**config.mk**
```make
export PLATFORM = sky130hd
export DESIGN_NAME = demux_1to32_capture
export DESIGN_NICKNAME = d
export VERILOG_FILES = /design/src/rtl/demux_1to32_capture.sv
export SDC_FILE = /design/constraint.sdc
export NUM_CORES = 1
export LEC_CHECK = 0
export CELL_PAD_IN_SITES_DETAIL_PLACEMENT = 0
export CELL_PAD_IN_SITES_GLOBAL_PLACEMENT = 1
export CORE_MARGIN = 5
export CORE_UTILIZATION = 40
export DETAILED_ROUTE_END_ITERATION = 16
export GPL_ROUTABILITY_DRIVEN = 0
export PLACE_DENSITY = 0.79
export SYNTH_ARGS = -nofsm -noshare
export SYNTH_HDL_FRONTEND = slang
export SYNTH_SLANG_ARGS = --single-unit
```
**constraint.sdc**
```tcl
create_clock -name clk -period 6.2 [get_ports clk]
set_clock_uncertainty 0.15 [all_clocks]
set_input_delay 1.86 -clock clk [delete_from_list [all_inputs] [get_ports clk]]
set_output_delay 1.86 -clock clk [all_outputs]
set_load 0.02 [all_outputs]
```
**src/rtl/demux_1to32_capture.sv**
```systemverilog
// demux_1to32_capture
// Bit-serial to word capture: single bits are steered into a capture word
// (by sel, or by an internal pointer when AUTO_INC=1) and the finished word
// is handed to the consumer with a valid/ready handshake.
module demux_1to32_capture #(
   parameter int N        = 32,
   parameter int SW       = 5,
   parameter int AUTO_INC = 0
) (
   input  logic          clk,
   input  logic          rst,
   input  logic          e,
   input  logic          in_valid,
   output logic          in_ready,
   input  logic          d,
   input  logic [SW-1:0] sel,
   input  logic          last,
   output logic          out_valid,
   input  logic          out_ready,
   output logic [N-1:0]  out_word,
   output logic [N-1:0]  out_mask,
   output logic          busy
);

   typedef enum logic [1:0] {
      IDLE = 2'd0,
      FILL = 2'd1,
      HOLD = 2'd2
   } state_t;

   state_t        state, state_n;
   logic [N-1:0]  word, word_n;
   logic [N-1:0]  mask, mask_n;
   logic [N-1:0]  bitsel;
   logic [SW-1:0] ptr, ptr_n;
   logic [SW-1:0] idx;
   logic          accept;
   logic          in_range;
   logic          done;

   assign in_ready = e & (state != HOLD);
   assign accept   = in_valid & in_ready;
   assign busy     = (state != IDLE);
   assign idx      = (AUTO_INC != 0) ? ptr : sel;
   assign in_range = ({1'b0, idx} < (SW+1)'(N));
   // one-hot write strobe; an out-of-range index writes nothing
   assign bitsel   = in_range ? (N'(1) << idx) : '0;

   // next-state and next-word computation
   always_comb begin
      state_n = state;
      word_n  = word;
      mask_n  = mask;
      ptr_n   = ptr;
      done    = 1'b0;
      case (state)
         IDLE, FILL: begin
            if (accept) begin
               word_n  = d ? (word | bitsel) : (word & ~bitsel);
               mask_n  = mask | bitsel;
               if (AUTO_INC != 0)
                  ptr_n = ptr + SW'(1);
               done    = last | (&mask_n) |
                         ((AUTO_INC != 0) && (ptr == SW'(N-1)));
               state_n = done ? HOLD : FILL;
            end
         end
         HOLD: begin
            if (out_ready) begin
               word_n  = '0;
               mask_n  = '0;
               ptr_n   = '0;
               state_n = IDLE;
            end
         end
         default: state_n = IDLE;
      endcase
   end

   // state register
   always_ff @(posedge clk or posedge rst) begin
      if (rst)
         state <= IDLE;
      else
         state <= state_n;
   end

   // capture registers and registered outputs (outputs zero outside HOLD)
   always_ff @(posedge clk or posedge rst) begin
      if (rst) begin
         word      <= '0;
         mask      <= '0;
         ptr       <= '0;
         out_valid <= 1'b0;
         out_word  <= '0;
         out_mask  <= '0;
      end else begin
         word      <= word_n;
         mask      <= mask_n;
         ptr       <= ptr_n;
         out_valid <= (state_n == HOLD);
         out_word  <= (state_n == HOLD) ? word_n : '0;
         out_mask  <= (state_n == HOLD) ? mask_n : '0;
      end
   end

endmodule

```
==> flow_summary.json <==
{
  "rows": 42,
  "required_ps": 4190,
  "h-tree-depth": 4,
  "synth.yosys.warnings": 0,
  "post_cts_resize_count": 0,
  "worst_slew_pin_slew_ps": 1140,
  "total_power_mw": 2.14,
  "leakagePower_nw": 3.09,
  "setup_slack_ps": 1010,
  "worstPathArrival_ps": 3180,
  "grt_usage_pct": 18.9,
  "hold_buffers": 0,
  "grt_pass1_vias": 4522,
  "clk-insertion-delay-late_ps": 420,
  "n_antenna_cell": 0,
  "multi_input_comb_area_mm2": 0.00197,
  "grt_overflow": 0,
  "grt_setup_unrepaired": "no",
  "p_sw_uw": 515,
  "die_y_um": 126,
  "clkPwrFrac_pct": 46.5,
  "syn-num-nets": 585,
  "wl_per_cell_um": 17.5,
  "hp-class": "reg -> reg",
  "synth_ff_type": "dfrtp_1",
  "synth_edf_count": 0,
  "fin_area_mm2": 0.00691,
  "drv_cap": 0,
  "crit-reg2reg-launch": "mask[30]",
  "reg2reg_depth": 6,
  "drive_above_1_share_pct": 6.62,
  "wl_um": 14500,
  "power_per_cell_area_mw_per_mm2": 310,
  "io_pins": 79,
  "dp_hpwl_um": 9820,
  "clk_path_buf_depth": 2,
  "post-place-ws_ps": 818,
  "r2r_slack_ps": 3570,
  "yosysSeqAreaShare_pct": 60.4,
  "critPathLaunchType": "input pin",
  "reg2reg_to": "state[1]",
  "endpoint": "in_ready",
  "post-route-util_pct": 51.9,
  "status": "finished clean",
  "drt_iter0_markers": 411,
  "crit_path_end_kind": "output port",
  "placedInstanceArea_mm2": 0.00633,
  "portBuffers": 78,
  "ys_seq_elements": 131,
  "die_x_um": 126,
  "seqCellArea_mm2": 0.00328,
  "clk_pin_slew_ps": 50,
  "setup_viol": 0,
  "post-cts-setup-buffers": 0,
  "intPower_mw": 1.63,
  "cts_tree": "built",
  "area_delta_synth_final_pct": 27.2,
  "cts_sinks": 131,
  "syn_inst": 573,
  "synthArstFlopShare_pct": 100,
  "synth.cell_area_mm2": 0.00543,
  "fin_setup_tns_ps": 0,
  "vias_per_cell": 5.37,
  "crit_start": "e",
  "ant_nets": 0,
  "dr.pass1.iters": 5,
  "path_class": "in -> out",
  "cts_root_buffer": "clkbuf_16",
  "dieArea_mm2": 0.0160,
  "timing.fmax_mhz": 193,
  "drc": 0,
  "period_needed_ps": 5190,
  "antenna_found_initial": 0,
  "ir_drop_v": 0.000169,
  "post-route-period-util_pct": 83.7,
  "vias": 4435,
  "synth_cell_type_count": 40,
  "combPwrFrac_pct": 9.7,
  "slew_viol_final": 0,
  "cts_buffers": 17,
  "slew_headroom_pct": 23.9,
  "final_common_cell": "nand2_1",
  "start_util_pct": 40.8,
  "grt_pass1_wl_um": 23800,
  "switching_share_pct": 24.1,
  "hold_viol": 0,
  "layout_common_cells": "138 x nand2_1, 131 x dfrtp_1, 78 x clkdlybuf4s50_1",
  "nNetsFinal": 653,
  "fillers": 1221,
  "core_mm2": 0.0133,
  "grt_max_degree": 86,
  "syn_avg_cell_area_um2": 9.47,
  "seq_power_share_pct": 43.8,
  "cp_max_fo": 5,
  "hold_start": "mask[17]"
}
-- critical path, cell delays in order --
cell and delay (ps):
clkdlybuf4s50_1 550, nor2b_1 160, clkdlybuf4s50_1 610
-- logic make-up (layout without fill, tap and decap cells) --
| kind of cell | Yosys count | after routing | share of synthesized area, % |
|---|---|---|---|
| buffers and inverters | 41 | 118 | 3.60 |
| muxes | 9 | 9 | 1.68 |
| and+or+nand+nor | 297 | 297 | 24.3 |
| AOI/OAI and AO/OA | 95 | 95 | 10.0 |
| DFF | 131 | 131 | 60.4 |
-- power groups by stage --
| stage | Combinational [mW] | Clock (mW) | Sequential (mW) |
|---|---|---|---|
| floorplan | 0.130 | 0 | 0.951 |
| global placement | 0.203 | 0 | 0.951 |
| detailed placement | 0.208 | 0 | 0.952 |
| CTS | 0.208 | 1.01 | 0.938 |
| global route | 0.232 | 1.05 | 0.943 |
| finish | 0.208 | 0.995 | 0.938 |
-- state kept, by name, indices dropped and copies added (netlist names) --
register and count:
state 2, word 32, out_valid 1, mask 32
out_word 32, out_mask 32
-- stage by stage --
| step | std cells | hold slack, ps |
|---|---|---|
| 2_1_floorplan | 573 | 310 |
| 3_3_place_gp | 798 | 340 |
| 3_5_place_dp | 798 | 352 |
| 4_1_cts | 826 | 365 |
| 5_1_grt | 826 | 387 |
| 6_report | 826 | 363 |
-- synthesized netlist by cell type, drive strengths merged (4+ instances only) --
| library cell | count | area share, % |
|---|---|---|
| nand3 | 36 | 3.3 |
| nand4 | 4 | 0.46 |
| nor3 | 7 | 0.74 |
| mux2i | 8 | 1.5 |
| nor2 | 74 | 5.1 |
| buf | 11 | 1.5 |
| clkbuf | 27 | 1.9 |
| nand2 | 138 | 9.5 |
| dfrtp | 131 | 60 |
| nor4 | 7 | 0.81 |
| o211ai | 10 | 1.4 |
| nor2b | 6 | 0.69 |
| and3b | 6 | 0.97 |
| o21ai | 41 | 3.8 |
| a21oi | 30 | 2.8 |
| nand3b | 6 | 0.83 |
-- metal layers --
metal  vias to the layer above  track usage, %  wire length (um)
met4                         0            7.51               333
met5                         -               0                 0
met3                        28            6.22              1050
li1                       2057               -                 -
met1                      2185            25.7              6530
met2                       165            28.0              6570
-- how the worst min path moves through the flow --
stage          endpoint  slack, ps  depth (start not counted)
2_1_floorplan  mask[16]        310                          2
3_3_place_gp   word[17]        340                          1
5_1_grt        word[17]        390                          1
6_report       mask[17]        360                          2
4_1_cts        mask[17]        370                          2
3_5_place_dp   mask[17]        350                          2
-- final cells by class --
cell class	count	share of cell area, %
sequential	131	47.5
multi-input combinational	401	28.5
timing repair buffer	87	12.3
clock buffer	22	6.87
tap	176	3.19
clock inverter	6	1.52
inverter	3	0.199
(Power assumes the default switching activity.)
